--- config.mk ---
export PLATFORM = sky130hd
export DESIGN_NAME = shr_seq_n_flat
export DESIGN_NICKNAME = d
export VERILOG_FILES = /design/src/rtl/shr_seq_n_if.sv /design/src/rtl/shr_seq_n.sv /design/src/flat_wrapper.sv
export SDC_FILE = /design/constraint.sdc
export NUM_CORES = 1
export LEC_CHECK = 0
export CORE_AREA = 2 2 45 47
export CTS_BUF_LIST = sky130_fd_sc_hd__clkbuf_8
export CTS_CLUSTER_SIZE = 12
export DETAILED_ROUTE_END_ITERATION = 10
export DIE_AREA = 0 0 47 49
export HOLD_SLACK_MARGIN = 0.06
export PLACE_DENSITY_LB_ADDON = 0.12
export SKIP_LAST_GASP = 1
export SYNTH_ARGS = -nofsm -noshare
export SYNTH_HDL_FRONTEND = slang
export SYNTH_SLANG_ARGS = --single-unit
--- constraint.sdc ---
create_clock -name clk -period 1.55 [get_ports clk]
set_input_delay 0.31 -clock clk [delete_from_list [all_inputs] [get_ports clk]]
set_output_delay 0.31 -clock clk [all_outputs]
set_load 0.02 [all_outputs]
--- src/rtl/shr_seq_n_if.sv ---
// shr_seq_n_if: request/result signal bundle for the sequential right shifter.
// master drives start/din/amt; slave (the shifter) drives the result outputs.
interface shr_seq_n_if #(
  parameter int SIZE  = 4,
  parameter int AMT_W = 3
);
  logic             start;
  logic [SIZE-1:0]  din;
  logic [AMT_W-1:0] amt;
  logic [SIZE-1:0]  dout;
  logic             busy;
  logic             done;
  logic             sout;

  modport master (output start, din, amt, input dout, busy, done, sout);
  modport slave  (input start, din, amt, output dout, busy, done, sout);
endinterface

--- src/rtl/shr_seq_n.sv ---
// shr_seq_n: multi-cycle right shifter, one bit position per clock.
// A start in IDLE/DONE loads din and a saturated shift count; SHIFT moves
// dout right once per cycle; DONE pulses for one cycle with the final result.
// Optional macro SHR_SEQ_ARITH_EN: fill with the operand MSB captured at
// load (arithmetic shift) instead of zero (logical shift).
module shr_seq_n #(
  parameter int SIZE  = 4,
  parameter int AMT_W = 3
) (
  input  logic        clk,
  input  logic        rst,
  shr_seq_n_if.slave  bus
);

  typedef enum logic [1:0] {
    IDLE  = 2'd0,
    SHIFT = 2'd1,
    DONE  = 2'd2
  } state_t;

  state_t           state, state_nx;
  logic [SIZE-1:0]  dout_q;
  logic [AMT_W-1:0] cnt;
  logic             sout_q;
  logic             load;
  logic [AMT_W-1:0] eff_amt;
  logic             fill;

  // Requested count saturated to SIZE so oversize amounts clear to fill.
  assign eff_amt = (bus.amt > AMT_W'(SIZE)) ? AMT_W'(SIZE) : bus.amt;

`ifdef SHR_SEQ_ARITH_EN
  // Sign bit captured at load; dout[SIZE-1] itself is reused as the fill
  // source after the first shift, so a separate copy keeps it stable.
  always_ff @(posedge clk or posedge rst) begin
    if (rst)       fill <= 1'b0;
    else if (load) fill <= bus.din[SIZE-1];
  end
`else
  assign fill = 1'b0;
`endif

  // State register.
  always_ff @(posedge clk or posedge rst) begin
    if (rst) state <= IDLE;
    else     state <= state_nx;
  end

  // Next-state and load decision; start is only honoured in IDLE or DONE.
  always_comb begin
    state_nx = state;
    load     = 1'b0;
    unique case (state)
      IDLE, DONE: begin
        if (bus.start) begin
          load     = 1'b1;
          state_nx = (eff_amt != '0) ? SHIFT : DONE;
        end else begin
          state_nx = IDLE;
        end
      end
      SHIFT: begin
        // Counter reaches zero on this edge.
        if (cnt == AMT_W'(1)) state_nx = DONE;
      end
      default: state_nx = IDLE;
    endcase
  end

  // Datapath: load operand, or shift one place while in SHIFT; hold otherwise.
  always_ff @(posedge clk or posedge rst) begin
    if (rst) begin
      dout_q <= '0;
      cnt    <= '0;
      sout_q <= 1'b0;
    end else if (load) begin
      dout_q <= bus.din;
      cnt    <= eff_amt;
      sout_q <= 1'b0;
    end else if (state == SHIFT) begin
      dout_q <= {fill, dout_q[SIZE-1:1]};
      sout_q <= dout_q[0];
      cnt    <= cnt - AMT_W'(1);
    end
  end

  assign bus.dout = dout_q;
  assign bus.sout = sout_q;
  assign bus.busy = (state == SHIFT);
  assign bus.done = (state == DONE);

endmodule

--- src/flat_wrapper.sv ---
// flat-port wrapper written by rule: the top's interface ports become plain ports
module shr_seq_n_flat 
#(
  parameter int SIZE  = 4,
  parameter int AMT_W = 3
)
  (clk, rst, bus_start, bus_din, bus_amt, bus_dout, bus_busy, bus_done, bus_sout);
  shr_seq_n_if #(.SIZE(SIZE), .AMT_W(AMT_W)) bus_i ();
  input  logic clk;
  input  logic rst;
  input wire logic [$bits(bus_i.start)-1:0] bus_start;
  input wire logic [$bits(bus_i.din)-1:0] bus_din;
  input wire logic [$bits(bus_i.amt)-1:0] bus_amt;
  output wire logic [$bits(bus_i.dout)-1:0] bus_dout;
  output wire logic [$bits(bus_i.busy)-1:0] bus_busy;
  output wire logic [$bits(bus_i.done)-1:0] bus_done;
  output wire logic [$bits(bus_i.sout)-1:0] bus_sout;
  assign bus_i.start = bus_start;
  assign bus_i.din = bus_din;
  assign bus_i.amt = bus_amt;
  assign bus_dout = bus_i.dout;
  assign bus_busy = bus_i.busy;
  assign bus_done = bus_i.done;
  assign bus_sout = bus_i.sout;
  shr_seq_n #(.SIZE(SIZE), .AMT_W(AMT_W)) u_core (.clk(clk), .rst(rst), .bus(bus_i));
endmodule
==> results.py <==
metrics = {
    "status": {
        "status": "finished clean",
    },
    "yosys": {
        "syn-instance-count": 47,
        "seq_area_frac_synth_pct": 48.8,
        "avgSynthCellArea_um2": 10.9,
        "synth_seq_cells": 10,
        "netlist_area_um2": 513,
        "synth.area.top_cells": "dfrtp_1, a22o_1, inv_1",
        "yosys_warnings": 0,
        "yosysTopAreaCellShare_pct": 48.8,
        "yosysTopAreaCell": "dfrtp_1",
        "syn-num-nets": 59,
        "synth_cell_type_count": 23,
    },
    "power_and_ir_drop": {
        "p_sw_mw": 0.589,
        "ir_drop_uv": 882,
        "internal-power_mw": 1.06,
        "p_seq_share_pct": 29.5,
        "p_leak_nw": 0.448,
        "comb_power_share_pct": 51.3,
        "clkPwrFrac_pct": 19.3,
        "finalPower_mw": 1.65,
        "power_density_nw_per_um2": 2080,
        "swShare_pct": 35.7,
    },
    "timing": {
        "slew_headroom_pct": 73.4,
        "fin_crit_ns": 1.44,
        "drv_slew": 0,
        "rsz0062_at_grt": "false",
        "max_freq_ghz": 0.696,
        "tightestPinTransition_ns": 0.399,
        "whs_ns": 0.362,
        "finalHoldViolations": 0,
        "skew_ns": 0.00497,
        "fin_crit_sh_pct": 92.7,
        "setup_viol": 0,
    },
    "placed_design": {
        "hpwl_um": 863,
        "routabilityCongestion": 0.737,
        "portBuffers": 16,
        "dp.cells": 92,
    },
    "finish": {
        "final_util_pct": 43.0,
        "drive_gt1_share_pct": 14.5,
        "antenna_cells": 0,
        "fin_cells": 96,
        "syn_to_final_growth_pct": 54.4,
        "layout.nets": 82,
    },
    "worst_setup_path": {
        "critPathKind": "flip-flop to output port",
        "end_kind": "output port",
        "slowest_delay_ns": 0.39,
        "cp.required_ns": 1.24,
        "rrSetupSlack_ns": 0.30,
        "critPathMaxFanout": 3,
        "path_cells": "and2b_1 -> dlygate4sd2_1",
        "cp-start-kind": "flip-flop",
        "crit_arrival_ns": 1.13,
        "cp_slowest_cell": "dfrtp_1",
        "critPathTopFamily": "flip-flops",
        "critPathBufInv": 1,
    },
    "cts": {
        "cts_root_buffer": "clkbuf_8",
        "clkTransAtPathRegs_ns": 0.05,
        "cts-buffers-inserted": 3,
        "clkLatencyLatePin_ns": 0.23,
        "cts_max_level": 1,
        "clkSinkCount": 10,
        "clk_path_buf_depth": 2,
        "post-cts-setup-buffers": 0,
        "hold_buffers": 0,
        "cts_tree": "built",
    },
    "routing": {
        "vias": 414,
        "drt_iter0_markers": 1,
        "first_pass_iters": 2,
        "wl_per_cell_um": 11.8,
        "routed_via_density": 4.31,
        "ant_nets": 0,
        "wirelength_um": 1130,
        "drc": 0,
    },
    "floorplan": {
        "fp-row-count": 16,
        "core_um2": 1840,
        "die_x_um": 47,
        "die_h_um": 49,
        "dieArea_um2": 2300,
        "ioPinCount": 17,
        "initial_core_util_pct": 27.9,
    },
    "global_routing": {
        "track_usage_pct": 11.0,
        "overflow": 0,
        "grt_pass1_wl_um": 1730,
        "grt_max_degree": 11,
        "grt_antenna_before_repair": 0,
        "grt_pass1_vias": 381,
    },
    "run": {
        "drv_cap": 0,
    },
    "hold_path": {
        "hold_class": "input pin to asynchronous set/reset pin",
    },
}
[cell usage in the layout, fill, tap and decap left out]
cell	instances
o21ai_0	1
nand2_1	1
a21o_1	3
nand3_1	1
a32o_1	1
inv_1	7
nand3b_1	1
dfrtp_1	10
clkbuf_8	4
nor3_1	2
a21oi_1	1
nor2b_1	1
o211ai_1	1
and2b_1	1
nand2b_1	1
buf_4	3
buf_12	1
dlymetal6s2s_1	5
a22o_1	5
dlygate4sd2_1	2
a211oi_1	1
nor2b_4	1
and3_1	1
a221o_1	1
o21ai_1	1
ha_1	2
clkdlybuf4s50_1	9
nor2_2	1
[path summary, 6_finish.rpt]
check                                        start                 end  cells past startpoint
worst max register to register     u_core.state[0]       u_core.cnt[0]                      5
worst min register to register  u_core.bus.dout[1]  u_core.bus.dout[1]                      1
worst max-delay path               u_core.state[0]            bus_done                      2
worst min-delay path                           rst  u_core.bus.dout[3]                      2
min in group clk                u_core.bus.dout[1]  u_core.bus.dout[1]                      1
max in group asynchronous                      rst       u_core.cnt[0]                      2
[final cells by class]
type,count,area (um^2)
fill,194,1050
sequential,10,250
multi-input combinational,28,214
timing repair buffer,20,213
clock buffer,4,55.1
tap,27,33.8
inverter,7,26.3
[cell families after synthesis]
| logic type | synth area share [%] |
|---|---|
| AO/OA/AOI/OAI | 22.7 |
| buffers and inverters | 9.51 |
| flip-flops | 48.8 |
| AND/OR/NAND/NOR | 14.1 |
| adder cells (fa/ha/maj) | 4.88 |
[metal layers]
layer	vias to the layer above	global-route usage (%)	wire length, um
met3	2	3.33	58
met2	12	14.4	499
met5	-	0	0
li1	207	-	-
met4	0	6.94	8
met1	193	15.3	564
[power groups by stage]
stage | clock, mW | sequential, mW | combinational, mW
2_1_floorplan | 0 | 0.543 | 0.468
3_3_place_gp | 0 | 0.489 | 0.897
3_5_place_dp | 0 | 0.486 | 0.892
4_1_cts | 0.328 | 0.487 | 0.877
5_1_grt | 0.346 | 0.502 | 0.921
6_report | 0.318 | 0.486 | 0.846
[stage by stage]
stage | area, um^2 | setup slack [ns] | setup TNS (ns)
2_1_floorplan | 513 | 0.420 | 0
3_3_place_gp | 727 | -0.0185 | -0.0185
3_5_place_dp | 727 | -0.00933 | -0.00933
4_1_cts | 779 | 0.0125 | 0
5_1_grt | 792 | 0.0597 | 0
6_report | 792 | 0.114 | 0
[worst reg2reg max path: stages (launching register included)]
cell	delay, ns
dfrtp_1	0.39
buf_4	0.14
nor2b_1	0.20
buf_4	0.20
nor3_1	0.05
a211oi_1	0.17
[cell usage after synthesis, drive strengths merged]
cell type	number
o211ai	1
dfrtp	10
and2b	1
o21ai	2
a21oi	1
a221o	1
a211oi	1
nor2b	2
nor2	1
a32o	1
inv	7
and3	1
nand3	1
a22o	5
nor3	2
buf	2
nand2b	1
nand3b	1
nand2	1
ha	2
a21o	3
[timing repair]
action,4_1_cts,5_1_grt
gates resized for setup,2,5
pin swaps,0,0
setup endpoints to repair,2,5
[registers in the layout, summed over array words and instances, names as in the netlist]
name and cells:
u_core.bus.sout 1, u_core.bus.dout 4, u_core.state 2, u_core.cnt 3
(Power assumes the default switching activity.)
==> variant (same settings) <==
Add a define of `SHR_SEQ_ARITH_EN`.
--- a/src/rtl/shr_seq_n.sv
+++ b/src/rtl/shr_seq_n.sv
@@ -3,6 +3,8 @@
 // dout right once per cycle; DONE pulses for one cycle with the final result.
 // Optional macro SHR_SEQ_ARITH_EN: fill with the operand MSB captured at
 // load (arithmetic shift) instead of zero (logical shift).
+`define SHR_SEQ_ARITH_EN
+
 module shr_seq_n #(
   parameter int SIZE  = 4,
   parameter int AMT_W = 3
Check against the original RTL: not equivalent (Yosys sat finds a counterexample within 4 cycles, from zero or initial values and one cycle with rst high).
==> variant against the original RTL <==
Wire length up 22%. Sequential cell count is 1 higher. Power is 8.7% higher. Core utilization increased by 6.5 points. Synthesized area rose by 25%. Synthesized cell count up 30%. Sequential power increased by 14%. Final area up 15%. Clock skew down 0.0035 ns. Critical path depth rose by 1. Setup slack lost 0.066 ns. Critical endpoint is now bus_busy. Largest cell class is now multi-input gates. Highest routed layer unchanged.
==> variant: results (changes against the original RTL) <==
Pre-CTS WS: 0.0397 ns (+0.0490 ns)
Most frequent cells after synthesis: dfrtp_1 (11), a21oi_1 (6), nor2b_1 (6)
Avg Inst Size Synth: 10.5 sq um (-3.6%)
HPWL reported at the end of detailed placement: 991 um (+15%)
Largest register FFs: 4 (unchanged)
Drt pass-1 iters: 4 (+2)
Number of library cell types mapped by synthesis: 26 (+13%)
Per-cell routed wire length: 12.4 um (+5.4%)
Delay of the slowest cell on the worst path: 0.38 ns
CP arrival: 1.19 ns (+0.06 ns)
Finished Layout Cells: 111 (+16%)
Worst Max-Slew Pin Slew: 0.454 ns (+0.0547 ns)
Vias per cell: 4.68 (+8.6%)
Post-synthesis sequential area ratio: 0.429 (-0.0590)
Leakage: 0.421 nW (-6.0%)
Mux contribution to synthesized area: 0.109 (+0.109)
First-pass GRT wire length: 2240 um (+30%)
Asr flop ratio synth: 1.00 (unchanged)
Met3 Wirelength: 62 um (+6.9%)
Status: complete, no violations
Gpl congestion: 0.762 (+3.4%)
Post-Synth XOR/XNOR Area: 0.0273 (+0.0273)
Setup Skew: 0.00144 ns (-0.00353 ns)
Routed wl met2: 616 um (+23%)
Vias in the first global route: 478 (+25%)
Layout cells sized above 1: 0.190 (+0.0455)
Total GRT Usage: 0.135 (+0.0249)
Htree depth: 1 (unchanged)
Largest net degree at the start of global routing: 14 (+3)
M1 WL: 683 um (+21%)
Syn nets: 73 (+24%)
Compound-Gate Fraction of Synth Area: 0.172 (-0.0553)
Final Net Count: 97 (+18%)
Initial DRC count: 4 (+3)
Slowest CP cell: dfrtp_1
[variant: cell families after synthesis]
| kind of cell | after synthesis |
|---|---|
| AND/OR/NAND/NOR | 15 |
| XOR/XNOR | 2 |
| multiplexers | 6 |
| buffers and inverters | 9 |
| AO/OA/AOI/OAI | 16 |
| flip-flops | 11 |
| adder cells (fa/ha/maj) | 2 |
[variant: metal layers]
layer  vias to the layer above  GRT usage
met2                        13      0.178
met1                       245      0.203
met5                         -          0
met4                         0     0.0556
li1                        260          -
met3                         2     0.0370
[variant: critical path, delay by kind of cell, from the launching register on]
| kind | cells | cell delay (ns) |
|---|---|---|
| buf+inv | 2 | 0.39 |
| flops | 1 | 0.38 |
| simple gates | 1 | 0.19 |
[variant: worst paths after layout]
kind / endpoint / startpoint / slack (ns) / cells after the start
min in group clk: u_core.fill / u_core.fill / 0.52 / 1
worst max-delay path: bus_busy / u_core.state[1] / 0.05 / 3
max in group asynchronous: u_core.cnt[0] / rst / 0.86 / 2
worst min-delay path: u_core.bus.dout[1] / rst / 0.38 / 2
worst max register to register: u_core.cnt[1] / u_core.cnt[0] / 0.33 / 4
worst min register to register: u_core.fill / u_core.fill / 0.52 / 1
[variant: area by class of cell]
class,instances,area (sq um)
fill,181,931
multi-input combinational,41,318
sequential,11,275
timing repair buffer,22,216
clock buffer,3,41.3
tap,27,33.8
inverter,6,22.5
clock inverter,1,3.75
[variant: per-stage QoR]
step	total power [mW]	instance area, sq um	hold WS (ns)
finish	1.79	911	0.377
global route	1.94	911	0.432
CTS	1.81	906	0.397
detailed placement	1.56	867	0.501
global placement	1.55	867	0.498
floorplan	1.19	642	0.162
[variant: power groups by stage]
stage | logic [mW] | registers (mW) | clock network (mW)
global route | 1.05 | 0.578 | 0.306
CTS | 0.960 | 0.558 | 0.294
global placement | 0.996 | 0.556 | 0
floorplan | 0.561 | 0.625 | 0
detailed placement | 0.997 | 0.564 | 0
finish | 0.948 | 0.553 | 0.293
[variant: repair_timing]
action | 4_1_cts | 5_1_grt
resized for setup | 5 | 2
buffers inserted | 0 | 0
endpoints found under the hold margin | 0 | 0
setup endpoints to repair | 5 | 2
